**src/rtl/ldst_mem_arbiter_if.sv**
```systemverilog
// Bus bundle between the two exec-stage load/store lanes, the arbiter and
// the single-ported data memory. The arbiter sits on the slave side.
interface ldst_mem_arbiter_if #(
  parameter int ADDR  = 16,
  parameter int W_OPR = 32
);

  // lane 0 request
  logic             req0_v_i;
  logic             req0_we_i;
  logic [ADDR-1:0]  req0_addr_i;
  logic [W_OPR-1:0] req0_data_i;
  logic             req0_rdy_o;

  // lane 1 request
  logic             req1_v_i;
  logic             req1_we_i;
  logic [ADDR-1:0]  req1_addr_i;
  logic [W_OPR-1:0] req1_data_i;
  logic             req1_rdy_o;

  // memory port
  logic             mem_busy_i;
  logic             mem_re_o;
  logic             mem_we_o;
  logic [ADDR-1:0]  mem_addr_o;
  logic [W_OPR-1:0] mem_wdata_o;
  logic [W_OPR-1:0] mem_rdata_i;

  // load responses
  logic             rsp0_v_o;
  logic             rsp1_v_o;
  logic [W_OPR-1:0] rsp_data_o;

  modport slave (
    input  req0_v_i, req0_we_i, req0_addr_i, req0_data_i,
    input  req1_v_i, req1_we_i, req1_addr_i, req1_data_i,
    input  mem_busy_i, mem_rdata_i,
    output req0_rdy_o, req1_rdy_o,
    output mem_re_o, mem_we_o, mem_addr_o, mem_wdata_o,
    output rsp0_v_o, rsp1_v_o, rsp_data_o
  );

  modport master (
    output req0_v_i, req0_we_i, req0_addr_i, req0_data_i,
    output req1_v_i, req1_we_i, req1_addr_i, req1_data_i,
    output mem_busy_i, mem_rdata_i,
    input  req0_rdy_o, req1_rdy_o,
    input  mem_re_o, mem_we_o, mem_addr_o, mem_wdata_o,
    input  rsp0_v_o, rsp1_v_o, rsp_data_o
  );

endinterface

```
**src/rtl/ldst_mem_arbiter.sv**
```systemverilog
// Round-robin arbiter sharing one single-ported data memory between two
// load/store lanes. Grants are combinational, the memory port is registered,
// and loads are tracked by a fixed-latency {valid, lane} shift register so
// the read data can be steered back to the lane that issued it.
module ldst_mem_arbiter #(
  parameter int ADDR    = 16,
  parameter int W_OPR   = 32,
  parameter int MEM_LAT = 2
) (
  input logic              clk,
  input logic              rst_n,
  ldst_mem_arbiter_if.slave bus
);

  typedef enum logic {
    LANE0 = 1'b0,
    LANE1 = 1'b1
  } lane_e;

  lane_e              ptr_q;
  lane_e              issue_lane_q;
  lane_e              sel_lane;
  logic               gnt_v;
  logic               sel_we;
  logic [ADDR-1:0]    sel_addr;
  logic [W_OPR-1:0]   sel_data;
  logic [MEM_LAT-1:0] pipe_v_q;
  logic [MEM_LAT-1:0] pipe_lane_q;

  // Pick the lane to serve this cycle: single requester wins outright, a tie goes to the lane not served last.
  always_comb begin
    gnt_v    = 1'b0;
    sel_lane = LANE0;
    if (!bus.mem_busy_i) begin
      if (bus.req0_v_i && bus.req1_v_i) begin
        gnt_v    = 1'b1;
        sel_lane = (ptr_q == LANE1) ? LANE0 : LANE1;
      end else if (bus.req0_v_i) begin
        gnt_v    = 1'b1;
        sel_lane = LANE0;
      end else if (bus.req1_v_i) begin
        gnt_v    = 1'b1;
        sel_lane = LANE1;
      end
    end
  end

  assign bus.req0_rdy_o = gnt_v && (sel_lane == LANE0);
  assign bus.req1_rdy_o = gnt_v && (sel_lane == LANE1);

  // Route the selected lane's access fields toward the memory port registers.
  always_comb begin
    sel_we   = bus.req0_we_i;
    sel_addr = bus.req0_addr_i;
    sel_data = bus.req0_data_i;
    if (sel_lane == LANE1) begin
      sel_we   = bus.req1_we_i;
      sel_addr = bus.req1_addr_i;
      sel_data = bus.req1_data_i;
    end
  end

  // Register the memory access, advance the load-return pipeline and deliver responses.
  always_ff @(posedge clk) begin
    if (!rst_n) begin
      ptr_q           <= LANE1;
      issue_lane_q    <= LANE0;
      bus.mem_re_o    <= 1'b0;
      bus.mem_we_o    <= 1'b0;
      bus.mem_addr_o  <= '0;
      bus.mem_wdata_o <= '0;
      pipe_v_q        <= '0;
      pipe_lane_q     <= '0;
      bus.rsp0_v_o    <= 1'b0;
      bus.rsp1_v_o    <= 1'b0;
      bus.rsp_data_o  <= '0;
    end else begin
      if (gnt_v) begin
        ptr_q           <= sel_lane;
        issue_lane_q    <= sel_lane;
        bus.mem_re_o    <= ~sel_we;
        bus.mem_we_o    <= sel_we;
        bus.mem_addr_o  <= sel_addr;
        bus.mem_wdata_o <= sel_data;
      end else begin
        bus.mem_re_o <= 1'b0;
        bus.mem_we_o <= 1'b0;
      end

      pipe_v_q[0]    <= bus.mem_re_o;
      pipe_lane_q[0] <= issue_lane_q;
      for (int i = 1; i < MEM_LAT; i++) begin
        pipe_v_q[i]    <= pipe_v_q[i-1];
        pipe_lane_q[i] <= pipe_lane_q[i-1];
      end

      bus.rsp0_v_o <= pipe_v_q[MEM_LAT-1] && (pipe_lane_q[MEM_LAT-1] == LANE0);
      bus.rsp1_v_o <= pipe_v_q[MEM_LAT-1] && (pipe_lane_q[MEM_LAT-1] == LANE1);
      if (pipe_v_q[MEM_LAT-1]) begin
        bus.rsp_data_o <= bus.mem_rdata_i;
      end
    end
  end

endmodule

```
**src/flat_wrapper.sv**
```systemverilog
// flat-port wrapper written by rule: the top's interface ports become plain ports
module ldst_mem_arbiter_flat 
#(
  parameter int ADDR    = 16,
  parameter int W_OPR   = 32,
  parameter int MEM_LAT = 2
)
  (clk, rst_n, bus_req0_v_i, bus_req0_we_i, bus_req0_addr_i, bus_req0_data_i, bus_req1_v_i, bus_req1_we_i, bus_req1_addr_i, bus_req1_data_i, bus_mem_busy_i, bus_mem_rdata_i, bus_req0_rdy_o, bus_req1_rdy_o, bus_mem_re_o, bus_mem_we_o, bus_mem_addr_o, bus_mem_wdata_o, bus_rsp0_v_o, bus_rsp1_v_o, bus_rsp_data_o);
  ldst_mem_arbiter_if #(.ADDR(ADDR), .W_OPR(W_OPR)) bus_i ();
  input logic clk;
  input logic rst_n;
  input wire logic [$bits(bus_i.req0_v_i)-1:0] bus_req0_v_i;
  input wire logic [$bits(bus_i.req0_we_i)-1:0] bus_req0_we_i;
  input wire logic [$bits(bus_i.req0_addr_i)-1:0] bus_req0_addr_i;
  input wire logic [$bits(bus_i.req0_data_i)-1:0] bus_req0_data_i;
  input wire logic [$bits(bus_i.req1_v_i)-1:0] bus_req1_v_i;
  input wire logic [$bits(bus_i.req1_we_i)-1:0] bus_req1_we_i;
  input wire logic [$bits(bus_i.req1_addr_i)-1:0] bus_req1_addr_i;
  input wire logic [$bits(bus_i.req1_data_i)-1:0] bus_req1_data_i;
  input wire logic [$bits(bus_i.mem_busy_i)-1:0] bus_mem_busy_i;
  input wire logic [$bits(bus_i.mem_rdata_i)-1:0] bus_mem_rdata_i;
  output wire logic [$bits(bus_i.req0_rdy_o)-1:0] bus_req0_rdy_o;
  output wire logic [$bits(bus_i.req1_rdy_o)-1:0] bus_req1_rdy_o;
  output wire logic [$bits(bus_i.mem_re_o)-1:0] bus_mem_re_o;
  output wire logic [$bits(bus_i.mem_we_o)-1:0] bus_mem_we_o;
  output wire logic [$bits(bus_i.mem_addr_o)-1:0] bus_mem_addr_o;
  output wire logic [$bits(bus_i.mem_wdata_o)-1:0] bus_mem_wdata_o;
  output wire logic [$bits(bus_i.rsp0_v_o)-1:0] bus_rsp0_v_o;
  output wire logic [$bits(bus_i.rsp1_v_o)-1:0] bus_rsp1_v_o;
  output wire logic [$bits(bus_i.rsp_data_o)-1:0] bus_rsp_data_o;
  assign bus_i.req0_v_i = bus_req0_v_i;
  assign bus_i.req0_we_i = bus_req0_we_i;
  assign bus_i.req0_addr_i = bus_req0_addr_i;
  assign bus_i.req0_data_i = bus_req0_data_i;
  assign bus_i.req1_v_i = bus_req1_v_i;
  assign bus_i.req1_we_i = bus_req1_we_i;
  assign bus_i.req1_addr_i = bus_req1_addr_i;
  assign bus_i.req1_data_i = bus_req1_data_i;
  assign bus_i.mem_busy_i = bus_mem_busy_i;
  assign bus_i.mem_rdata_i = bus_mem_rdata_i;
  assign bus_req0_rdy_o = bus_i.req0_rdy_o;
  assign bus_req1_rdy_o = bus_i.req1_rdy_o;
  assign bus_mem_re_o = bus_i.mem_re_o;
  assign bus_mem_we_o = bus_i.mem_we_o;
  assign bus_mem_addr_o = bus_i.mem_addr_o;
  assign bus_mem_wdata_o = bus_i.mem_wdata_o;
  assign bus_rsp0_v_o = bus_i.rsp0_v_o;
  assign bus_rsp1_v_o = bus_i.rsp1_v_o;
  assign bus_rsp_data_o = bus_i.rsp_data_o;
  ldst_mem_arbiter #(.ADDR(ADDR), .W_OPR(W_OPR), .MEM_LAT(MEM_LAT)) u_core (.clk(clk), .rst_n(rst_n), .bus(bus_i));
endmodule
```
**config.mk**
```make
export PLATFORM = sky130hd
export DESIGN_NAME = ldst_mem_arbiter_flat
export DESIGN_NICKNAME = d
export VERILOG_FILES = /design/src/rtl/ldst_mem_arbiter_if.sv /design/src/rtl/ldst_mem_arbiter.sv /design/src/flat_wrapper.sv
export SDC_FILE = /design/constraint.sdc
export NUM_CORES = 1
export LEC_CHECK = 0
export BUFFER_PORTS_ARGS = -buffer_cell sky130_fd_sc_hd__buf_2
export CAP_MARGIN = 25
export CORE_MARGIN = 2
export CORE_UTILIZATION = 45
export DETAILED_ROUTE_END_ITERATION = 12
export PLACE_DENSITY = 0.88
export SLEW_MARGIN = 15
export SYNTH_ARGS = -nofsm -noshare
export SYNTH_HDL_FRONTEND = slang
export SYNTH_SLANG_ARGS = --single-unit
export TNS_END_PERCENT = 20
```
**constraint.sdc**
```tcl
create_clock -name clk -period 1.6 [get_ports clk]
set_clock_uncertainty 0.15 [all_clocks]
set_input_delay 0 -clock clk [delete_from_list [all_inputs] [get_ports clk]]
set_output_delay 0 -clock clk [all_outputs]
set_load 0.02 [all_outputs]
```
### Word level (Yosys, flattened, before mapping)

Index checks and enable logic that the tools add are counted.

* logic and storage cells: 31
* output and inout bits: 86
* register bits after elaboration: 90

* multiplexer cells: 11
* bitwise logic cells: 3
* reduce and logical (&&, ||, !) cells: 6

Operators with widths (number)
* 32-bit two-way mux: 1
* 16-bit two-way mux: 1
* 1-bit two-way mux: 9
* 1-bit logical AND: 5
* 1-bit inverter: 3
* 2-bit AND reduction: 1

### Logic depth before layout (Yosys ltp)

Gate-level depths: netlist (run 1).

* word-level depth: 6
* depth in mapped cells: 5

### Worst setup path after synthesis (run 1)

No wires, ideal clock.

* path kind: reg2out
* start point: reg u_core.ptr_q
* end point: out bus_req0_rdy_o
* path slack: 0.201 ns
* cell stages (with the launch flop): 6
* required time: 1.450 ns
* data arrival time: 1.249 ns
* cell sequence: dfxtp_1 nand2_1 nand3_1 inv_2 buf_6 nor3_1

* word-level cells in the longest chain between the ends: 5

RTL lines
* from (decl): line ldst_mem_arbiter.sv:20 `lane_e ptr_q;`
* from (signal assigned): line ldst_mem_arbiter.sv:79 `ptr_q <= sel_lane;`
* 1-bit two-way mux: line ldst_mem_arbiter.sv:37 `sel_lane = (ptr_q == LANE1) ? LANE0 : LANE1;`
* 1-bit two-way mux: line ldst_mem_arbiter.sv:35 `if (bus.req0_v_i && bus.req1_v_i) begin`
* 1-bit two-way mux: line ldst_mem_arbiter.sv:34 `if (!bus.mem_busy_i) begin`
* 1-bit inverter: line ldst_mem_arbiter.sv:48 `assign bus.req0_rdy_o = gnt_v && (sel_lane == LANE0);`
* 1-bit logical AND: line ldst_mem_arbiter.sv:48
* to (decl): line flat_wrapper.sv:22 `output wire logic [$bits(bus_i.req0_rdy_o)-1:0] bus_req0_rdy_o;`

No other way between the ends.

### Final worst setup path (run 1)

* start point: reg u_core.ptr_q
* end point: out bus_req1_rdy_o

* word-level cells in the longest chain between the ends: 4

RTL lines
* 1-bit two-way mux: line ldst_mem_arbiter.sv:37
* 1-bit two-way mux: line ldst_mem_arbiter.sv:35
* 1-bit two-way mux: line ldst_mem_arbiter.sv:34
* 1-bit logical AND: line ldst_mem_arbiter.sv:49 `assign bus.req1_rdy_o = gnt_v && (sel_lane == LANE1);`
* to (decl): line flat_wrapper.sv:23 `output wire logic [$bits(bus_i.req1_rdy_o)-1:0] bus_req1_rdy_o;`

No other way between the ends.

==> results.json, run 1 <==
{
  "status": "complete, but fails checks",
  "violations": "negative hold slack",
  "grt_pass1_wl_mm": 25.0,
  "totalWireLength_mm": 15.7,
  "start_util": 0.467,
  "port-buffer-count": 220,
  "finalWeightedCongestion": 0.819,
  "synthTopCellsByCount": "90 x dfxtp_1, 49 x inv_1, 49 x o21ai_0, 47 x a211oi_1",
  "path_clk_slew_ns": 0.09,
  "grt_overflow": 0,
  "synth_edf_count": 0,
  "ys_ff_latch": 90,
  "io_pins": 221,
  "post_drt_wl_per_cell_um": 18.1,
  "finalCriticalPeriod_ns": 1.52,
  "cts_buffers": 9,
  "synth_fa_ha_area_frac": 0,
  "initialDrtViolationCount": 273,
  "detail-route-antenna-nets": 0,
  "start_kind": "flip-flop",
  "tightest_slew_ns": 0.520,
  "max-slew-margin-rel": 0.644,
  "hold_path_class": "primary input to flip-flop",
  "synth_nets": 550,
  "power_density_nw_per_um2": 766,
  "synth_area_um2": 4110,
  "grt_max_degree": 90,
  "synth.most_common_cell": "dfxtp_1",
  "rsz0062_at_grt": "false",
  "clkSinkCount": 90,
  "synth_top_cell_area_share": 0.438,
  "utilization": 0.780,
  "synth.area.mux_share": 0.0779,
  "drive_above_1_share": 0.374,
  "maxSlewViolCount": 0,
  "fp.dieH_um": 99.6,
  "synth_top_family_by_area": "compound AO/OA/AOI/OAI gates",
  "cp.required_ns": 1.45,
  "fill_cells": 524,
  "yosys.area_share.simple": 0.0670,
  "dp_hpwl_mm": 8.23,
  "num_antenna_cells": 0,
  "async_flop_share": 0,
  "cp_max_fo": 13,
  "clock_path_buffers": 2,
  "synth-main-ff-cell": "dfxtp_1",
  "htreeDepth": 3,
  "finalSetupViolations": 0,
  "peakVddDrop_uv": 443,
  "crit_arrival_ns": 1.37,
  "area_growth_pct": 67.1,
  "via_per_inst": 5.60,
  "synth_cell_types": 30,
  "drc": 0,
  "drt-pass1-iter-count": 5,
  "synthTopCellsByArea": "dfxtp_1 44%, a211oi_1 8.6%, mux2i_1 7.8%",
  "grt_antenna_before_repair": 0,
  "clock.fmax_mhz": 659,
  "hold_ws_ns": -0.0281,
  "yosysTopAreaCell": "dfxtp_1",
  "cap_violations": 0,
  "core_area_um2": 8810,
  "worstSkewPairLatency_ns": 0.34,
  "rows": 34,
  "dieArea_um2": 9920,
  "cp-end-kind": "output port",
  "cts_tree": "yes",
  "synth_compound_area_frac": 0.303,
  "min_period_over_period": 0.948,
  "grt_pass1_vias": 4978,
  "seq_area_frac_synth": 0.438,
  "synth_warnings": 0,
  "synth_xor_area_frac": 0,
  "final_nets": 887,
  "die_w_um": 99.6,
  "gr-usage-all-layers": 0.314,
  "postSynthCellCount": 415,
  "root_buffer": "clkbuf_8",
  "criticalPathCategory": "flip-flop to output port",
  "via_count": 4844,
  "timing.setup.tns_ns": 0,
  "p_leak_nw": 3.07,
  "avgSynthCellArea_um2": 9.91,
  "hold_viol_final": 1
}
metrics by stage:
| stage | hold slack (ns) | worst slack (ns) | std cells | instance area [um^2] | power [mW] |
|---|---|---|---|---|---|
| after floorplan | -0.0174 | 0.201 | 415 | 4110 | 2.98 |
| after global placement | 0.0868 | 0.216 | 714 | 5250 | 3.33 |
| after detailed placement | 0.0964 | 0.114 | 714 | 5250 | 3.36 |
| after CTS | 0.00320 | -0.0139 | 864 | 6830 | 5.24 |
| after global routing | 0.0283 | 0.0116 | 865 | 6870 | 5.48 |
| final | -0.0281 | 0.0834 | 865 | 6870 | 5.26 |
worst paths after layout:
path,startpoint,endpoint,slack [ns],depth (start not counted)
setup reg to reg,u_core.ptr_q$_SDFFE_PN1N_,u_core.bus.mem_wdata_o[21]$_SDFFE_PN0N_,0.09,4
hold / removal,bus_req0_v_i,u_core.bus.mem_we_o$_SDFF_PN0_,-0.03,4
hold reg to reg,u_core.pipe_lane_q[1]$_SDFF_PN0_,u_core.bus.rsp0_v_o$_SDFF_PN0_,0.26,1
setup / recovery,u_core.ptr_q$_SDFFE_PN1N_,bus_req1_rdy_o,0.08,5
final cells by class:
cell class,instances,area (um^2),area share
clock buffer,10,138,0.0200
clock inverter,6,71.3,0.0104
timing repair buffer,370,2660,0.388
inverter,53,201,0.0293
multi-input combinational,228,1860,0.271
sequential,90,1800,0.262
tap,108,135,0.0197
power breakdown:
| part | internal (mW) | switching, mW | total (mW) |
|---|---|---|---|
| Clock | 0.779 | 0.843 | 1.62 |
| Combinational | 0.589 | 0.631 | 1.22 |
| Sequential | 2.36 | 0.0643 | 2.42 |
| Total | 3.72 | 1.54 | 5.26 |
what timing repair did:
| item | CTS | global route |
|---|---|---|
| gates cloned | 0 | 1 |
| hold buffers | 134 | 0 |
| gates resized for setup | 6 | 6 |
| setup buffers | 0 | 1 |
| hold endpoints to repair | 85 | 0 |
| endpoints found under the setup margin | 2 | 6 |
sequential cells by signal, summed over array words and instances (netlist names):
| name | flops |
|---|---|
| u_core.bus.mem_re_o | 1 |
| u_core.bus.rsp0_v_o | 1 |
| u_core.bus.mem_addr_o | 16 |
| u_core.bus.mem_wdata_o | 32 |
| u_core.pipe_v_q | 2 |
| u_core.issue_lane_q | 1 |
| u_core.pipe_lane_q | 2 |
| u_core.bus.rsp_data_o | 32 |
| u_core.ptr_q | 1 |
| u_core.bus.rsp1_v_o | 1 |
| u_core.bus.mem_we_o | 1 |
placed cells by master (no fill, tap or decap):
| cell | count |
|---|---|
| buf_4 | 9 |
| o21ba_2 | 1 |
| o211ai_1 | 1 |
| a2111oi_1 | 2 |
| dfxtp_2 | 1 |
| a21oi_1 | 1 |
| a2111oi_0 | 26 |
| a2111oi_4 | 4 |
| nand4_1 | 1 |
| and3_1 | 1 |
| a21boi_0 | 1 |
| clkinvlp_4 | 2 |
| inv_1 | 49 |
| inv_6 | 2 |
| nand3_2 | 1 |
| nor2_1 | 2 |
| a211oi_1 | 47 |
| buf_12 | 6 |
| dfxtp_1 | 89 |
| and2_1 | 4 |
| nor2b_1 | 32 |
| a211oi_2 | 1 |
| inv_4 | 1 |
| nor3_4 | 1 |
| bufinv_16 | 1 |
| dlygate4sd3_1 | 133 |
| nand2_1 | 3 |
| and3b_1 | 1 |
| inv_2 | 3 |
| clkbuf_16 | 1 |
| clkbuf_8 | 10 |
| o21ai_0 | 49 |
| buf_2 | 219 |
| a31o_2 | 1 |
| clkinv_4 | 1 |
| buf_6 | 2 |
| a2111oi_2 | 16 |
| mux2i_1 | 32 |
per-layer routing:
layer | vias to the layer above | track usage | wire (um)
met4 | 0 | 0.154 | 672
met2 | 327 | 0.538 | 7520
met5 | - | 0 | 0
li1 | 2184 | - | -
met3 | 72 | 0.0808 | 1450
met1 | 2261 | 0.363 | 6050
critical path: stages, from the launching register on:
cell	delay, ns
dfxtp_1	0.33
nand2_1	0.11
nand3_2	0.13
inv_4	0.13
buf_12	0.15
buf_2	0.17
logic make-up after synthesis:
kind of cell / count (synthesis)
AND/OR/NAND/NOR: 46
buffers and inverters: 97
flip-flops: 90
multiplexers: 32
AO/OA/AOI/OAI: 150
Note: power is estimated with default switching activity, not from simulation.
==> run 2: changes to the inputs <==
- CELL_PAD_IN_SITES_DETAIL_PLACEMENT: default -> 2
- CELL_PAD_IN_SITES_GLOBAL_PLACEMENT: default -> 2
- CORE_UTILIZATION: 45 -> 25
- PLACE_DENSITY: 0.88 -> 0.87
==> run 2 against run 1 <==
The run now ends clean. Global-route usage is 6.8 points lower. Wire length is 38% higher. Combinational power is 4% higher. Largest power group unchanged.
==> results.json, run 2 (synthesis gave the netlist of run 1 again) <==
{
  "max-slew-margin-rel": 0.602,
  "grt_pass1_vias": 5654,
  "utilization": 0.445,
  "area_growth_pct": 73.3,
  "clock.fmax_mhz": 636,
  "peakVddDrop_uv": 457,
  "via_per_inst": 4.90,
  "dpl-instance-area_um2": 5410,
  "finalCriticalPeriod_ns": 1.57,
  "clock_path_buffers": 2,
  "grt_overflow": 0,
  "fill_cells": 1732,
  "cts_setup_buffers": 0,
  "power_density_nw_per_um2": 858,
  "final_nets": 885,
  "hold_path_class": "primary input to flip-flop",
  "cp.required_ns": 1.66,
  "p_leak_nw": 3.11,
  "totalWireLength_mm": 21.7,
  "criticalPathCategory": "flip-flop to flip-flop",
  "grt_max_degree": 90,
  "crit_arrival_ns": 1.63,
  "dp_hpwl_mm": 11.5,
  "cts_tree": "yes",
  "layout_common_cells": "219 x buf_2, 133 x dlygate4sd3_1, 89 x dfxtp_1, 49 x inv_1, 49 x o21ai_0",
  "grt_pass1_wl_mm": 33.1,
  "power_mw": 6.11,
  "path_clk_slew_ns": 0.07,
  "htreeDepth": 3,
  "placedCellCount": 822,
  "detail-route-antenna-nets": 0,
  "clkSinkCount": 90,
  "fp.dieH_um": 132,
  "min_period_over_period": 0.983,
  "drive_above_1_share": 0.375,
  "io_pins": 221,
  "status": "complete, no violations",
  "final_common_cell": "buf_2",
  "worstSkewPairLatency_ns": 0.34,
  "port-buffer-count": 220,
  "tightest_slew_ns": 0.583,
  "timing.setup.tns_ns": 0,
  "gr-usage-all-layers": 0.245,
  "via_count": 4774,
  "rows": 46,
  "initialDrtViolationCount": 146,
  "hold_viol_final": 0,
  "finalWeightedCongestion": 0.737,
  "top_regs": "u_core.bus.mem_wdata_o (32), u_core.bus.rsp_data_o (32), u_core.bus.mem_addr_o (16)",
  "cap_violations": 0,
  "die_w_um": 132,
  "grt_antenna_before_repair": 3,
  "start_util": 0.257,
  "post_drt_wl_per_cell_um": 22.3,
  "final_area_um2": 7120,
  "rsz0062_at_grt": "true",
  "finalSetupViolations": 0,
  "maxSlewViolCount": 0,
  "start_kind": "flip-flop",
  "drt-pass1-iter-count": 4,
  "stdcell_count": 974,
  "drc": 0,
  "dieArea_um2": 17500,
  "root_buffer": "clkbuf_16",
  "core_area_um2": 16000,
  "cts_buffers": 9,
  "cp-end-kind": "flip-flop",
  "cp_max_fo": 13
}
-- run 2: repair_timing --
item | 4_1_cts | 5_1_grt
hold endpoints to repair | 84 | 0
hold buffers | 133 | 0
resized for setup | 3 | 12
setup endpoints to repair | 3 | 11
pin swaps | 0 | 1
-- run 2: where the power goes --
group	switching [mW]	leakage [nW]	total, mW	internal (mW)
clock	0.988	0.161	2.42	1.43
combinational	0.684	2.21	1.27	0.584
sequential	0.0688	0.738	2.43	2.36
total	1.74	3.11	6.11	4.37
-- run 2: metrics by stage --
step | setup WS [ns] | hold slack [ns]
CTS | 0.00649 | 0.0247
global placement | 0.0459 | 0.0922
detailed placement | -0.0332 | 0.0972
global route | -0.0312 | 0.0833
finish | 0.0274 | 0.0493
floorplan | 0.201 | -0.0174
-- run 2: worst paths after layout --
kind,start,endpoint,slack [ns],depth (start not counted)
max,u_core.ptr_q$_SDFFE_PN1N_,u_core.bus.mem_wdata_o[25]$_SDFFE_PN0N_,0.03,4
min,bus_req0_v_i,u_core.issue_lane_q$_SDFFE_PN0N_,0.05,4
max reg2reg,u_core.ptr_q$_SDFFE_PN1N_,u_core.bus.mem_wdata_o[25]$_SDFFE_PN0N_,0.03,4
min reg2reg,u_core.pipe_lane_q[1]$_SDFF_PN0_,u_core.bus.rsp0_v_o$_SDFF_PN0_,0.28,1
-- run 2: layout make-up --
class                      instances  area, um^2  share of cell area
antenna                            3        7.51             0.00105
timing repair buffer             368        2640               0.370
tap                              216         270              0.0379
clock inverter                     6        96.3              0.0135
inverter                          53         201              0.0283
sequential                        90        1800               0.253
multi-input combinational        228        1870               0.263
clock buffer                      10         239              0.0335
-- run 2: layer usage --
metal / vias up / track usage / part of all wire
met5: - / 0 / 0
met4: 0 / 0.0944 / 0.025
met3: 41 / 0.0450 / 0.045
met2: 185 / 0.490 / 0.56
met1: 2372 / 0.250 / 0.37
li1: 2176 / - / -
-- run 2: worst max-delay path: stages, from the launching register on --
cell and delay, ns:
dfxtp_1 0.35, inv_2 0.08, buf_4 0.20, a2111oi_1 0.55, a211oi_1 0.10
